--- src/rtl/datapath_sequencer_pkg.sv ---
// Shared encodings for the multicycle control sequencer and its datapath:
// state codes, instruction fields, ALU operations and mux selects.
package datapath_sequencer_pkg;

    typedef enum logic [3:0] {
        S_RST    = 4'd0,
        FETCH    = 4'd1,
        FWAIT    = 4'd2,
        DECODE   = 4'd3,
        R_EXE    = 4'd4,
        R_WB     = 4'd5,
        I_EXE    = 4'd6,
        I_WB     = 4'd7,
        MEM_ADDR = 4'd8,
        LW_RD    = 4'd9,
        LW_WAIT  = 4'd10,
        LW_WB    = 4'd11,
        SW_WR    = 4'd12,
        BRANCH   = 4'd13,
        JUMP     = 4'd14,
        EXC      = 4'd15
    } state_t;

    localparam logic [5:0] OP_RTYPE = 6'h00;
    localparam logic [5:0] OP_J     = 6'h02;
    localparam logic [5:0] OP_BEQ   = 6'h04;
    localparam logic [5:0] OP_BNE   = 6'h05;
    localparam logic [5:0] OP_ADDI  = 6'h08;
    localparam logic [5:0] OP_LW    = 6'h23;
    localparam logic [5:0] OP_SW    = 6'h2B;

    localparam logic [5:0] FN_ADD = 6'h20;
    localparam logic [5:0] FN_SUB = 6'h22;
    localparam logic [5:0] FN_AND = 6'h24;

    localparam logic [2:0] ALU_PASS_A = 3'b000;
    localparam logic [2:0] ALU_ADD    = 3'b001;
    localparam logic [2:0] ALU_SUB    = 3'b010;
    localparam logic [2:0] ALU_AND    = 3'b011;

    localparam logic [2:0] IORD_PC      = 3'd0;
    localparam logic [2:0] IORD_ALU_OUT = 3'd1;

    localparam logic [1:0] SRCA_PC = 2'd0;
    localparam logic [1:0] SRCA_A  = 2'd1;

    localparam logic [1:0] SRCB_B       = 2'd0;
    localparam logic [1:0] SRCB_IMM     = 2'd1;
    localparam logic [1:0] SRCB_FOUR    = 2'd2;
    localparam logic [1:0] SRCB_IMM_SH2 = 2'd3;

    localparam logic [2:0] DST_RT = 3'd0;
    localparam logic [2:0] DST_RD = 3'd1;

    localparam logic [2:0] WB_ALU_OUT = 3'd0;
    localparam logic [2:0] WB_MEM     = 3'd1;

    localparam logic [2:0] PCSRC_NONE       = 3'd0;
    localparam logic [2:0] PCSRC_ALU_RESULT = 3'd1;
    localparam logic [2:0] PCSRC_ALU_OUT    = 3'd2;
    localparam logic [2:0] PCSRC_JUMP       = 3'd4;

    typedef struct packed {
        logic       pc_w;
        logic       mem_rw;
        logic       ir_w;
        logic       reg_w;
        logic       ab_w;
        logic       alu_out_w;
        logic [2:0] alu_c;
        logic [2:0] iord_sel;
        logic [1:0] src_a_sel;
        logic [1:0] src_b_sel;
        logic [2:0] reg_dst_sel;
        logic [2:0] mem_to_reg_sel;
        logic [2:0] pc_source_sel;
        logic       reset_out;
        logic       exc;
    } ctrl_t;

    localparam ctrl_t CTRL_IDLE = '0;

    function automatic logic is_r_funct(input logic [5:0] f);
        return (f == FN_ADD) || (f == FN_SUB) || (f == FN_AND);
    endfunction

    function automatic logic [2:0] r_alu_op(input logic [5:0] f);
        logic [2:0] op;
        op = ALU_ADD;
        if (f == FN_SUB) op = ALU_SUB;
        if (f == FN_AND) op = ALU_AND;
        return op;
    endfunction

endpackage

--- src/rtl/datapath_sequencer.sv ---
// Multicycle control FSM: Moore outputs decoded from state, except branch
// PC_w (from zero) and the overflow-driven jump to the exception state.
module datapath_sequencer
    import datapath_sequencer_pkg::*;
(
    input  logic       clk,
    input  logic       reset,
    input  logic [5:0] opcode,
    input  logic [5:0] funct,
    input  logic       overflow,
    input  logic       zero,
    output logic       PC_w,
    output logic       MEM_rw,
    output logic       IR_w,
    output logic       REG_w,
    output logic       AB_w,
    output logic       ALU_OUT_w,
    output logic [2:0] ALU_c,
    output logic [2:0] Iord_sel,
    output logic [1:0] ALUSrcA_sel,
    output logic [1:0] ALUSrcB_sel,
    output logic [2:0] Reg_dst_sel,
    output logic [2:0] Mem_to_reg_sel,
    output logic [2:0] PC_source_sel,
    output logic       reset_out,
    output logic       exc
);

    state_t state_q;
    state_t state_d;
    ctrl_t  ctrl;

    // Async clear lands in S_RST, whose decode has no write enables,
    // so an in-flight memory or register write is dropped at once.
    always_ff @(posedge clk or negedge reset) begin
        if (!reset) state_q <= S_RST;
        else        state_q <= state_d;
    end

    always_comb begin
        state_d = state_q;
        ctrl    = CTRL_IDLE;
        case (state_q)
            S_RST: begin
                ctrl.reset_out = 1'b1;
                state_d        = FETCH;
            end
            FETCH: begin
                ctrl.iord_sel = IORD_PC;
                state_d       = FWAIT;
            end
            FWAIT: begin
                ctrl.ir_w          = 1'b1;
                ctrl.pc_w          = 1'b1;
                ctrl.src_a_sel     = SRCA_PC;
                ctrl.src_b_sel     = SRCB_FOUR;
                ctrl.alu_c         = ALU_ADD;
                ctrl.pc_source_sel = PCSRC_ALU_RESULT;
                state_d            = DECODE;
            end
            DECODE: begin
                ctrl.ab_w      = 1'b1;
                ctrl.alu_out_w = 1'b1;
                ctrl.src_a_sel = SRCA_PC;
                ctrl.src_b_sel = SRCB_IMM_SH2;
                ctrl.alu_c     = ALU_ADD;
                state_d        = EXC;
                if (opcode == OP_RTYPE && is_r_funct(funct))
                    state_d = R_EXE;
                else if (opcode == OP_ADDI)
                    state_d = I_EXE;
                else if (opcode == OP_LW || opcode == OP_SW)
                    state_d = MEM_ADDR;
                else if (opcode == OP_BEQ || opcode == OP_BNE)
                    state_d = BRANCH;
                else if (opcode == OP_J)
                    state_d = JUMP;
            end
            R_EXE: begin
                ctrl.src_a_sel = SRCA_A;
                ctrl.src_b_sel = SRCB_B;
                ctrl.alu_out_w = 1'b1;
                ctrl.alu_c     = r_alu_op(funct);
                if (overflow && funct != FN_AND) state_d = EXC;
                else                             state_d = R_WB;
            end
            R_WB: begin
                ctrl.reg_w          = 1'b1;
                ctrl.reg_dst_sel    = DST_RD;
                ctrl.mem_to_reg_sel = WB_ALU_OUT;
                state_d             = FETCH;
            end
            I_EXE: begin
                ctrl.src_a_sel = SRCA_A;
                ctrl.src_b_sel = SRCB_IMM;
                ctrl.alu_c     = ALU_ADD;
                ctrl.alu_out_w = 1'b1;
                state_d        = overflow ? EXC : I_WB;
            end
            I_WB: begin
                ctrl.reg_w          = 1'b1;
                ctrl.reg_dst_sel    = DST_RT;
                ctrl.mem_to_reg_sel = WB_ALU_OUT;
                state_d             = FETCH;
            end
            MEM_ADDR: begin
                ctrl.src_a_sel = SRCA_A;
                ctrl.src_b_sel = SRCB_IMM;
                ctrl.alu_c     = ALU_ADD;
                ctrl.alu_out_w = 1'b1;
                state_d        = (opcode == OP_LW) ? LW_RD : SW_WR;
            end
            LW_RD: begin
                ctrl.iord_sel = IORD_ALU_OUT;
                state_d       = LW_WAIT;
            end
            LW_WAIT: begin
                ctrl.iord_sel = IORD_ALU_OUT;
                state_d       = LW_WB;
            end
            LW_WB: begin
                ctrl.reg_w          = 1'b1;
                ctrl.reg_dst_sel    = DST_RT;
                ctrl.mem_to_reg_sel = WB_MEM;
                state_d             = FETCH;
            end
            SW_WR: begin
                ctrl.iord_sel = IORD_ALU_OUT;
                ctrl.mem_rw   = 1'b1;
                state_d       = FETCH;
            end
            BRANCH: begin
                ctrl.src_a_sel     = SRCA_A;
                ctrl.src_b_sel     = SRCB_B;
                ctrl.alu_c         = ALU_SUB;
                ctrl.pc_source_sel = PCSRC_ALU_OUT;
                ctrl.pc_w = (opcode == OP_BEQ) ? zero : ~zero;
                state_d            = FETCH;
            end
            JUMP: begin
                ctrl.pc_source_sel = PCSRC_JUMP;
                ctrl.pc_w          = 1'b1;
                state_d            = FETCH;
            end
            EXC: begin
                ctrl.exc = 1'b1;
                state_d  = FETCH;
            end
            default: begin
                state_d = S_RST;
            end
        endcase
    end

    assign PC_w           = ctrl.pc_w;
    assign MEM_rw         = ctrl.mem_rw;
    assign IR_w           = ctrl.ir_w;
    assign REG_w          = ctrl.reg_w;
    assign AB_w           = ctrl.ab_w;
    assign ALU_OUT_w      = ctrl.alu_out_w;
    assign ALU_c          = ctrl.alu_c;
    assign Iord_sel       = ctrl.iord_sel;
    assign ALUSrcA_sel    = ctrl.src_a_sel;
    assign ALUSrcB_sel    = ctrl.src_b_sel;
    assign Reg_dst_sel    = ctrl.reg_dst_sel;
    assign Mem_to_reg_sel = ctrl.mem_to_reg_sel;
    assign PC_source_sel  = ctrl.pc_source_sel;
    assign reset_out      = ctrl.reset_out;
    assign exc            = ctrl.exc;

endmodule

--- config.mk ---
export PLATFORM = sky130hd
export DESIGN_NAME = datapath_sequencer
export DESIGN_NICKNAME = d
export VERILOG_FILES = /design/src/rtl/datapath_sequencer_pkg.sv /design/src/rtl/datapath_sequencer.sv
export SDC_FILE = /design/constraint.sdc
export NUM_CORES = 1
export LEC_CHECK = 0
export CELL_PAD_IN_SITES_DETAIL_PLACEMENT = 0
export CELL_PAD_IN_SITES_GLOBAL_PLACEMENT = 1
export CORE_MARGIN = 3
export CORE_UTILIZATION = 25
export CTS_CLUSTER_SIZE = 25
export DETAILED_ROUTE_END_ITERATION = 12
export GPL_TIMING_DRIVEN = 0
export PLACE_DENSITY_LB_ADDON = 0.1
export REMOVE_ABC_BUFFERS = 1
export SETUP_SLACK_MARGIN = 0.3
export SYNTH_ARGS = -nofsm -noshare
export SYNTH_HDL_FRONTEND = slang
export SYNTH_SLANG_ARGS = --single-unit
--- constraint.sdc ---
create_clock -name clk -period 4.7 [get_ports clk]
set_clock_uncertainty 0.15 [all_clocks]
set_input_delay 0.94 -clock clk [delete_from_list [all_inputs] [get_ports clk]]
set_output_delay 0.94 -clock clk [all_outputs]
set_load 0.1 [all_outputs]
==> results.md, run 1 <==
- In the final layout, the registers with the most flip-flops are state_q: 4 flops.
- The most frequent standard cell in the layout excluding fill and tap cells is clkdlybuf4s50_1.
- For this run, the total global-route usage over all layers was measured as 11.2%.
- The post-synthesis instance total is 93.
- TritonCTS built the clock tree.
- Setup violations remaining at the end of the flow were counted as 0.
- The count of antenna diodes in the layout is 0.
- Before antenna repair, the detailed router went through 4 iterations.
- The portion of the post-synthesis area used by sequential elements is 15.5%.
- The end of the worst hold path is state_q[2]$_DFF_PN0_.
- Counting I/O delays and the setup requirement, the final critical path takes between 4000 and 5000 ps.
- The run finished with clean final reports.
- Hold repair after CTS inserted 0 buffers.
- The library cells used most frequently in the layout, excluding fill and tap cells, are clkdlybuf4s50_1, nand2_1, nor2_1.
- The floorplan step defined a die boundary enclosing 0.00322 sq mm.
- Timing would allow up to 238 MHz.
- The signal on the critical path passes through clkdlybuf4s50_1, nor4b_1, nand2_1, xnor2_1, o32ai_1, dlygate4sd2_1.
- The horizontal die dimension is about 57 microns.
- The register with the most flip-flops in the layout has 4 of them.
- The final weighted congestion of routability-driven global placement is 0.691.
- In the finished design, the share of the clock period the worst path needs comes to 89.4%.
- The detail route stage leaves a number of antenna-violating nets equal to 0.
- The final routed DRC violation total is 0.
- The area of the core region is roughly 0.0023 sq mm.
- The clock latency at the later pin of the worst-skew pair is 240 ps.
- In this run, synthesis produced a sequential element count of 4.
- The via count of the first global-routing pass was 681.
- The max-slew headroom at the worst pin is roughly a third.
- The worst hold path startpoint is state_q[0]$_DFF_PN0_.
- The share of layout cells above drive strength 1 is 8.94%.
- In this run the worst hold path is classified as reg2reg.
- At the placement stage, the worst setup path has a slack of between 200 and 250 ps.
- Averaged over all synthesized cells, the footprint is 6.93 sq um.
- Summing over every cut layer, the via total after detailed routing is 731.
- The critical path arrival is 3110 ps.
- The number of clock buffers added by TritonCTS is 3.
- The die height is 56.8 microns.
- The number of distinct standard cells referenced by the synthesized netlist is 36.
- After the first detailed-routing iteration, the DRC count stood at 12.
- The number of synthesis warnings is 0.
- The net count of the finished layout is 141.
- The row count is 17.
- CTS built an H-tree with a depth of 1.
- The worst setup path is launched from a primary input.
- The number of input and output port buffers inserted is 34.
- The critical path's largest stage delay is 890 ps.
- The root cell of the clock tree is clkbuf_4.
- The worst-case clock buffer depth is 2.
- The number of antenna violations at the first check in global routing is 0.
- The worst-path maximum fanout is 5.
- Setup slack on the worst reg-to-reg path comes out at 2910 ps.
- Max-cap violations in this run came to 0.
- Compared with the post-synthesis result, the final layout area differs by 51.8%.
- The pin count of the biggest net entering global routing is 16.
- STA classifies the critical path endpoint as a primary output.
- Setup repair after global routing left no endpoint under its margin.
- The half-perimeter wire length after placement is between 1000 and 1500 microns.
- After detailed routing, the number of vias per cell comes to 4.84.
- The critical path in this run is classified as in2out.
- In the final routed layout, each cell accounts on average for 11.8 microns.
- The first global-routing pass estimated 2990 microns of wire.
- The starting utilization of the core area is about 28%.
- Once routing completed, OpenROAD measured the worst setup slack at 500 ps.
- The worst reg2reg path endpoint is state_q[3]$_DFF_PN0_.
- The worst hold margin is 597 ps.
- On the critical path, the stage with the largest delay is an instance of dlygate4sd2_1.
- Counting flops per register, the top entry is state_q.
- The clock drives 4 sinks.
- The measured slew at the worst slew-check pin is just under 1000 ps.
- Data on the critical path is required at its endpoint by 3610 ps.
- The mapped netlist covers between 600 and 700 sq um.
- In this run the biggest area consumer among cell types represents 15.5% of the synthesized area.
- Yosys attributes the largest share of cell area to dfrtp_1, buf_4, nand2_1, nor2_1, a21oi_1.
- The worst reg-to-reg path cell count is 4.
- The number of hold-slack violations in the final timing report was 0.
- The wire length after detailed routing is 1780 microns.
- Counting instances, the worst hold path has a depth of 1.
- In this run the critical register-to-register path is launched from state_q[2]$_DFF_PN0_.
- The I/O pin count is 43.
- The library cell occupying the most area in the post-synthesis netlist is dfrtp_1.
- Clock-pin slew was measured on the worst setup and hold paths at 40 ps.
- The total overflow left after global routing is 0.
- The final count of pins violating max slew is 0.
[cells in the mapped netlist]
master,n
o31ai_1,1
o211ai_1,2
buf_2,3
nor3_1,1
nor4_1,2
or3b_1,1
or2_2,1
or4b_4,1
and2_1,2
nand3_1,1
clkbuf_1,2
nor2b_1,4
xnor2_1,3
conb_1,1
nor3b_1,2
nor2_1,10
nor4b_1,1
o21ba_2,1
o21a_1,1
o221a_2,1
a41oi_1,1
dfrtp_1,4
a21o_1,2
o211ai_2,1
o21ai_2,1
o21ai_0,4
buf_4,9
nand2b_1,3
a21oi_1,6
o32ai_1,1
o2111ai_2,1
nor3_2,1
a31oi_1,1
inv_1,5
or3_1,2
nand2_1,10
[per-layer routing]
layer  wire length, microns  GRT usage (%)  vias to the layer above
li1                       -              -                      370
met2                    822           17.7                       31
met5                      0              0                        -
met1                    782           15.1                      328
met3                    156           1.38                        2
met4                     15           4.97                        0
[layout make-up]
class	count	area [sq um]
tap	28	35.0
multi-input combinational	77	462
inverter	5	18.8
fill	265	1340
timing repair buffer	34	340
sequential	4	100
clock buffer	3	22.5
[how the worst max path moves through the flow]
stage	from	endpoint
4_1_cts	funct[0]	ALU_c[0]
6_report	opcode[5]	PC_w
5_1_grt	opcode[5]	PC_w
3_3_place_gp	opcode[5]	PC_w
2_1_floorplan	funct[0]	ALU_c[1]
3_5_place_dp	opcode[5]	PC_w
[kinds of logic after synthesis]
logic type	Yosys count	share of synthesized area, %
xor+xnor	3	4.08
other cells	1	0.582
compound gates	24	27.4
buf+inv	19	16.9
flops	4	15.5
simple gates	42	35.5
[metrics by stage]
stage          cells  setup TNS, ps  cell area (sq um)  util (%)
5_1_grt          151              0                978      42.2
6_report         151              0                978      42.2
2_1_floorplan     86           -146                581         -
4_1_cts          151              0                976      42.1
3_3_place_gp     148              0                956      41.2
3_5_place_dp     148              0                956      41.2
[critical path: cells and delay by family]
family	cells	cell delay, ps
buf+inv	2	1360
simple gates	2	510
xor+xnor	1	150
compound gates	1	140
[repair_timing]
| item | 4_1_cts | 5_1_grt |
|---|---|---|
| gates resized for setup | 2 | 1 |
| setup buffers | 0 | 0 |
| setup endpoints to repair | 2 | 1 |
| pin swaps | 0 | 0 |
Power of run 1 is left out: the tool's default activity adds up to more than one toggle a clock period on the data nets, which glitch-free logic cannot reach.
==> run 2, diff against run 1 <==
- CORE_UTILIZATION: 25 -> 23
- SKIP_CTS_REPAIR_TIMING: default -> 1
- clock period: 4.7 -> 4.3 ns (I/O delays scaled with it)
==> run 2 against run 1 <==
Effect of this change:
- cell count rose by 1.3%
- worst hold slack got worse by 8.2 ps
- via count fell by 4.8%
- design area increased by 1.0%
- non-clock buffer count is the same
==> results.md, run 2 (synthesis gave the netlist of run 1 again) <==
- The flow ran to the end, and the final reports show no timing, DRC or antenna violations.
- TritonCTS built the clock tree.
- The first global-routing pass estimated 2530 microns of wire.
- For the worst setup path, the data arrival time is 2940 ps.
- The largest registers in the layout are state_q: 4 flops.
- For this run, the total global-route usage over all layers was measured as 9.61%.
- The final layout contains between 100 and 150 nets.
- Setup violations remaining at the end of the flow were counted as 0.
- The violation count after the first detailed-routing iteration is 11.
- The area of the core region is 0.00257 sq mm.
- The total cell area at the placement stage is 958 sq um.
- Setup repair after global routing could not meet its margin everywhere.
- For this run, the detailed router's first-pass iteration total came to 4.
- The via density per instance is ~4.5.
- The number of hold-slack violations in the final timing report came to 0.
- The count of cells in the finished layout, fillers not included, comes to around 150.
- The kind of start point of the critical path is a primary input.
- The half-perimeter wire length after placement is around 1400 microns.
- Adding up every negative setup slack in the final design gives 0 ps.
- Counting tap cells, the placed design contains a total of 150 instances.
- The max-capacitance violation count is 0.
- The startpoint-to-endpoint class of the critical path is in2out.
- The via count of the first global-routing pass is 580.
- The horizontal die dimension is 58.9 microns.
- The clock latency at the later pin of the worst-skew pair is approximately 230 ps.
- The final instance area is 988 sq um.
- The clock transition at the register clock pins on the worst setup and hold paths after CTS is 40 ps.
- Detailed routing placed a total of 802 microns of wire on met2.
- The starting utilization of the core area is roughly 25%.
- Headroom to the max-slew limit came out at 35.1%.
- The final count of pins violating max slew is 0.
- The number of antenna violations at the first check in global routing is 0.
- The count of antenna diodes in the layout is 0.
- The wire length after detailed routing is around 1800 microns.
- The routed length per instance is about 12 microns.
- The count of nets left with antenna violations once routing finished came out at 0.
- CTS built an H-tree with a depth of 1.
- The area overhead of the layout relative to synthesis is 53.4%.
- STA classifies the critical path endpoint as a primary output.
- The number of CTS-inserted buffers is 3.
- The pre-CTS setup slack is -67.9 ps.
- For this run, the top clock speed supported by timing is roughly 250 MHz.
- The die covers 0.00347 sq mm.
- The worst path uses 91.8% of the clock period.
- The share of layout cells above drive strength 1 is between 8 and 9%.
- For this run, design rule violations remaining after detail routing come to 0.
- For this run the aggregate overflow at the end of global routing stands at 0.
- The row count is 18.
- More flip-flops sit in one register than any other, and that register is state_q.
- The final weighted congestion of routability-driven global placement is 0.682.
- The root buffer cell chosen for the clock tree is clkbuf_4.
- The routed design could run at a clock period as short as 3950 ps.
- For this block, the via count after detailed routing is 696.
- In this run the tool buffered the top-level ports with 34 buffer cells.
- The clock sink count is 4.
- Data on the critical path is required at its endpoint by ~3300 ps.
- Along the worst path, the maximum fanout reaches 5.
- The library cell used most frequently in the layout, excluding fill and tap cells, is clkdlybuf4s50_1.
- The total length of routed met3 wires is 128 microns.
- The path class of the tightest hold or removal check is reg2reg.
- The pin count of the biggest net entering global routing is 16.
- For the pin with the worst max-slew slack, the measured transition is 971 ps.
- The minimum setup slack in the final design is 351 ps.
- The wire length the detailed router placed on met1 is 796 microns.
- The top cell types in the final layout, fill and taps aside, are clkdlybuf4s50_1, nand2_1, nor2_1.
- Routed signal wires occupy layers up through met4.
- The die height is 58.9 microns.
- The number of flip-flops in the largest register is 4.
- The worst-case clock buffer depth is 2.
- The I/O pin count is 43.
run 2: cell count changes in the layout (fill, tap and decap cells not counted):
cell            change
dlymetal6s2s_1      +2
dlygate4sd2_1       -2
run 2: stage by stage:
| stage | hold slack (ps) | util [%] |
|---|---|---|
| global placement | 597 | 37.3 |
| finish | 589 | 38.5 |
| CTS | 595 | 38.2 |
| global route | 647 | 38.5 |
| detailed placement | 592 | 37.3 |
| floorplan | 414 | - |
run 2: final timing paths:
check	start	slack [ps]	to	cells after the start
worst min-delay path	state_q[2]$_DFF_PN0_	590	state_q[0]$_DFF_PN0_	2
worst max register to register	state_q[2]$_DFF_PN0_	2520	state_q[3]$_DFF_PN0_	4
max in group asynchronous	reset	3150	state_q[1]$_DFF_PN0_	1
worst min register to register	state_q[2]$_DFF_PN0_	590	state_q[0]$_DFF_PN0_	2
worst max-delay path	opcode[5]	350	PC_w	6
min in group asynchronous	reset	680	state_q[0]$_DFF_PN0_	1
run 2: cell type report:
cell class	count	area, sq um
fillers	289	1580
multi-input cells	77	462
repair buffers	34	348
flip-flops and latches	4	100
well taps	30	37.5
clock buffers	3	22.5
inverters	5	18.8
run 2: worst max-delay path: stages:
cell and delay (ps):
clkdlybuf4s50_1 480, nor4b_1 420, nand2_1 120, xnor2_1 150
o32ai_1 120, dlymetal6s2s_1 790
run 2: metal layers:
layer | vias to the layer above | track usage [%]
li1 | 370 | -
met1 | 295 | 13.1
met2 | 27 | 14.0
met3 | 4 | 0.877
met4 | 0 | 6.80
met5 | - | 0
Power of run 2 is left out for the same reason.
